File: src/rtl/key_conditioner.sv
// key_conditioner
//
// Front-end conditioner for the nine raw vending-machine buttons. Each channel
// is synchronised (two flops), debounced with its own counter, and turned into
// a one-clock press pulse on the 0->1 transition of the debounced level.
// Releases are debounced the same way but never pulse.
//
// Optional build macro: KEY_ONEHOT_EN
//   When defined, pulses pass through a 9-bit pending register and are issued
//   one per cycle in fixed priority order:
//   Cancel > Confirm > Goods > Change > fifty > twenty > ten > five > one.
//   This adds one cycle of pulse latency; key_level timing is unchanged.
//
// Ports:
//   sys_clk          in   system clock (rising edge)
//   sys_rst          in   synchronous active-high reset
//   key_raw[8:0]     in   asynchronous button levels, 1 = pressed
//                         [0] Goods [1] Confirm [2] Change [3] Cancel
//                         [4] one [5] five [6] ten [7] twenty [8] fifty
//   sys_Goods/Confirm/Change/Cancel   out  function-key press pulses
//   in_money_one/five/ten/twenty/fifty out money-key press pulses
//   key_level[8:0]   out  debounced stable level, same bit map as key_raw
module key_conditioner #(
  parameter int DEBOUNCE_CYCLES = 1_000_000,
  parameter int CNT_W           = 20
) (
  input  logic       sys_clk,
  input  logic       sys_rst,
  input  logic [8:0] key_raw,
  output logic       sys_Goods,
  output logic       sys_Confirm,
  output logic       sys_Change,
  output logic       sys_Cancel,
  output logic       in_money_one,
  output logic       in_money_five,
  output logic       in_money_ten,
  output logic       in_money_twenty,
  output logic       in_money_fifty,
  output logic [8:0] key_level
);

  localparam int                NCH     = 9;
  localparam logic [CNT_W-1:0]  LP_LAST = CNT_W'(DEBOUNCE_CYCLES - 1);

  logic [NCH-1:0]   r_s1;
  logic [NCH-1:0]   r_s2;
  logic [NCH-1:0]   r_stable;
  logic [NCH-1:0]   r_pulse;
  logic [CNT_W-1:0] r_cnt [NCH];
  logic [NCH-1:0]   w_out;

  // Per-channel synchroniser, debounce counter and rising-edge pulse.
  // The counter only runs while the synchronised level disagrees with the
  // accepted level; any agreement (a bounce back) clears it, so a new level
  // is accepted only after DEBOUNCE_CYCLES consecutive disagreeing samples.
  always_ff @(posedge sys_clk) begin
    if (sys_rst) begin
      r_s1     <= '0;
      r_s2     <= '0;
      r_stable <= '0;
      r_pulse  <= '0;
      for (int i = 0; i < NCH; i++) begin
        r_cnt[i] <= '0;
      end
    end else begin
      r_s1 <= key_raw;
      r_s2 <= r_s1;
      for (int i = 0; i < NCH; i++) begin
        r_pulse[i] <= 1'b0;
        if (r_s2[i] == r_stable[i]) begin
          r_cnt[i] <= '0;
        end else if (r_cnt[i] == LP_LAST) begin
          r_stable[i] <= r_s2[i];
          r_cnt[i]    <= '0;
          // Pulse only when the accepted level goes 0 -> 1.
          r_pulse[i]  <= r_s2[i];
        end else begin
          r_cnt[i] <= r_cnt[i] + CNT_W'(1);
        end
      end
    end
  end

`ifdef KEY_ONEHOT_EN
  logic [NCH-1:0] r_pending;
  logic [NCH-1:0] r_out;
  logic [NCH-1:0] w_req;
  logic [NCH-1:0] w_grant;

  // A pulse arriving this cycle competes immediately with older pending
  // requests; a pulse on an already-pending channel merges into the same bit.
  always_comb begin
    w_req   = r_pending | r_pulse;
    w_grant = '0;
    if      (w_req[3]) w_grant[3] = 1'b1;  // Cancel
    else if (w_req[1]) w_grant[1] = 1'b1;  // Confirm
    else if (w_req[0]) w_grant[0] = 1'b1;  // Goods
    else if (w_req[2]) w_grant[2] = 1'b1;  // Change
    else if (w_req[8]) w_grant[8] = 1'b1;  // fifty
    else if (w_req[7]) w_grant[7] = 1'b1;  // twenty
    else if (w_req[6]) w_grant[6] = 1'b1;  // ten
    else if (w_req[5]) w_grant[5] = 1'b1;  // five
    else if (w_req[4]) w_grant[4] = 1'b1;  // one
  end

  always_ff @(posedge sys_clk) begin
    if (sys_rst) begin
      r_pending <= '0;
      r_out     <= '0;
    end else begin
      r_pending <= w_req & ~w_grant;
      r_out     <= w_grant;
    end
  end

  assign w_out = r_out;
`else
  assign w_out = r_pulse;
`endif

  assign sys_Goods       = w_out[0];
  assign sys_Confirm     = w_out[1];
  assign sys_Change      = w_out[2];
  assign sys_Cancel      = w_out[3];
  assign in_money_one    = w_out[4];
  assign in_money_five   = w_out[5];
  assign in_money_ten    = w_out[6];
  assign in_money_twenty = w_out[7];
  assign in_money_fifty  = w_out[8];
  assign key_level       = r_stable;

endmodule

File: config.mk
export PLATFORM = sky130hd
export DESIGN_NAME = key_conditioner
export DESIGN_NICKNAME = d
export VERILOG_FILES = /design/src/rtl/key_conditioner.sv
export SDC_FILE = /design/constraint.sdc
export NUM_CORES = 1
export LEC_CHECK = 0
export BUFFER_PORTS_ARGS = -buffer_cell sky130_fd_sc_hd__clkbuf_2
export CAP_MARGIN = 15
export CORE_UTILIZATION = 45
export CTS_CLUSTER_DIAMETER = 100
export DETAILED_ROUTE_END_ITERATION = 8
export MAX_ROUTING_LAYER = met4
export PLACE_DENSITY_LB_ADDON = 0.15
export SETUP_SLACK_MARGIN = 0.3
export SLEW_MARGIN = 10
export SYNTH_ARGS = -nofsm -noshare
export SYNTH_HDL_FRONTEND = slang
export SYNTH_SLANG_ARGS = --single-unit
File: constraint.sdc
create_clock -name sys_clk -period 2.98 [get_ports sys_clk]
set_input_delay 0.149 -clock sys_clk [delete_from_list [all_inputs] [get_ports sys_clk]]
set_output_delay 0.149 -clock sys_clk [all_outputs]
set_load 0.03 [all_outputs]
==> flow_summary.ini <==
[die]
die_w_um = 159.7
io_pins = 29
die-area_sq_mm = 0.02551
fp.dieH_um = 159.7
coreArea_sq_mm = 0.02439
rows = 57
initial_core_util_pct = 45.89

[synth]
synth-edff-count = 180
ys_ff_latch = 216
netlist_top_cells_area = edfxtp_1, dfxtp_1, xnor2_1
synth.yosys.warnings = 0
ys_async_sr_fraction_pct = 0
yosysMostFrequentCell = edfxtp_1
synthDistinctLibCells = 43
synth.top_cell.area_share_pct = 48.29
synthesis.instances = 1085
avgSynthCellArea_sq_um = 10.32
synthTopCellsByCount = edfxtp_1, nor2_1, nand3_1
syn-cell-area_sq_mm = 0.01119
synth_top_cell_by_area = edfxtp_1
ys.flop_type = edfxtp_1
synth-seq-area-share_pct = 54.73

[timing]
setup_viol = 0
clock_skew_ns = 0.02050
tightest_slew_ns = 0.5197
finalMaxSlewViolations = 0
hold_slack_ns = 0.1469
fin_crit_ns = 2.379
finalHoldViolations = 0
rsz0062_at_grt = no
relSlewSlack_pct = 65.22
max_freq_ghz = 0.4204
fin_crit_sh_pct = 79.82
setup_tns_ns = 0

[clock_network]
clkTransAtPathRegs_ns = 0.05
cts_root_buf = clkbuf_16
htreeDepth = 1
clockBufferDepth = 3
cts.sinks = 216
clk_latency_ns = 0.52
cts_resized = 0
cts_buffers = 25
cts_tree = yes

[pwr]
p_seq_share_pct = 53.5
net-switching-power_mw = 1.416
p_int_mw = 5.148
power_density_mw_per_mm2 = 497.7
ir_worst_vdd_uv = 446.1
p_comb_share_pct = 3.9
swShare_pct = 21.57
p_leak_nw = 4.451
p_clk_share_pct = 42.6

[worst_setup_path]
crit_type = flip-flop to flip-flop
worstPathArrival_ns = 2.61
critPathCaptureType = flip-flop
required_ns = 3.22
critPathMaxFanout = 19
slowest_stage = or4_4
max_stage_delay_ns = 0.57
crit_chain = or4_1 > or4_4 > o21ai_4 > nor2_1
worst_setup_path_start_kind = flip-flop

[final_layout]
area_delta_synth_final_pct = 17.82
num_antenna_cells = 0
finish.utilization_pct = 54.07
final_nets = 1325
layout-drive-gt1-share_pct = 6.576
instances_no_fill = 1647

[detailed_routing]
drc = 0
via_per_inst = 4.990
drt_iter0_markers = 453
antenna_left = 0
first_pass_iters = 4
drt_wl_total_um = 20000
wl_per_cell_um = 12.14
num_vias = 8219

[placement]
io_buffers = 28
dp_cells = 1593
gp_congestion = 0.7842
dp_hpwl_um = 14090

[global_routing]
grt_pass1_vias = 7774
grt_pass1_wl_um = 35110
overflow = 0
grt_start_max_net_pins = 21
grtUsageTotal_pct = 16.55
antenna_found_initial = 0

[min_path]
hp-class = input pin to flip-flop

[outcome]
status = finished clean

[run]
cap_viol_max_count = 0
==> power by group through the flow <==
stage | combinational [mW] | clock (mW) | sequential, mW
2_1_floorplan | 0.204 | 0 | 3.54
3_3_place_gp | 0.242 | 0 | 3.57
3_5_place_dp | 0.243 | 0 | 3.57
4_1_cts | 0.255 | 2.90 | 3.51
5_1_grt | 0.300 | 2.99 | 3.53
6_report | 0.258 | 2.80 | 3.51
==> layout by cell type (no fill, tap or decap), types with 25 or more instances in the layout <==
cell,n
a21oi_1,69
clkbuf_16,25
clkbuf_2,28
conb_1,180
dfxtp_1,36
edfxtp_1,180
inv_1,34
nand2_1,63
nand3_1,76
nand4_1,32
nor2_1,141
o21ai_0,42
or3_1,47
or4_1,37
xnor2_1,68
xor2_1,43
==> through the flow <==
step	worst slack, ns	total power, mW	instance area [sq um]
after CTS	0.5750	6.660	13190
after global routing	0.4665	6.823	13190
after global placement	0.6145	3.808	12350
after floorplan	0.7786	3.739	11870
after detailed placement	0.5810	3.815	12350
final	0.6012	6.563	13190
==> critical path: cells and delay by family, from the launching register on <==
kind	cells	cell delay [ns]
compound gates	1	0.44
flops	1	0.41
simple gates	3	1.24
==> routing by layer <==
layer  track usage (%)  up-vias  wire (um)
li1                  -     4283          -
met1             21.19     3830       9882
met2             27.27       69       9062
met3             2.753       37        592
met4             4.240        0        464
met5                 -        -          0
==> flip-flops by register name, summed over array words and instances (netlist names) <==
register and cells:
r_s2 9, key_level 9, r_pulse 9, r_s1 9, r_cnt 180
==> cell type report <==
class                      count  area [sq um]
fill                        2252         11200
clock buffer                  41         725.7
sequential                   216          6126
multi-input combinational    979          5460
timing repair buffer          49         320.3
inverter                      34         127.6
tap                          324         405.4
clock inverter                 4         22.52
==> kinds of logic after synthesis <==
group	Yosys count	share of synthesized area (%)
xor gates and xnor gates	111	8.685
and+or+nand+nor	533	25.67
AOI/OAI and AO/OA	146	7.389
DFF	216	54.73
other	1	0.03350
adders and majority gates	9	1.006
buffers and inverters	69	2.493
==> path summary, 6_finish.rpt <==
check | from | cells past startpoint | end | slack (ns)
setup / recovery | r_cnt[8][11] | 4 | r_cnt[8][2] | 0.60
hold / removal | sys_rst | 2 | key_level[1] | 0.15
setup reg to reg | r_cnt[8][11] | 4 | r_cnt[8][2] | 0.60
hold reg to reg | r_s1[5] | 1 | r_s2[5] | 0.43
==> repair_timing <==
item	CTS	global route
hold buffers	9	0
setup buffers	0	0
endpoints found under the hold margin	9	0
Power figures use the tool's default switching activity.
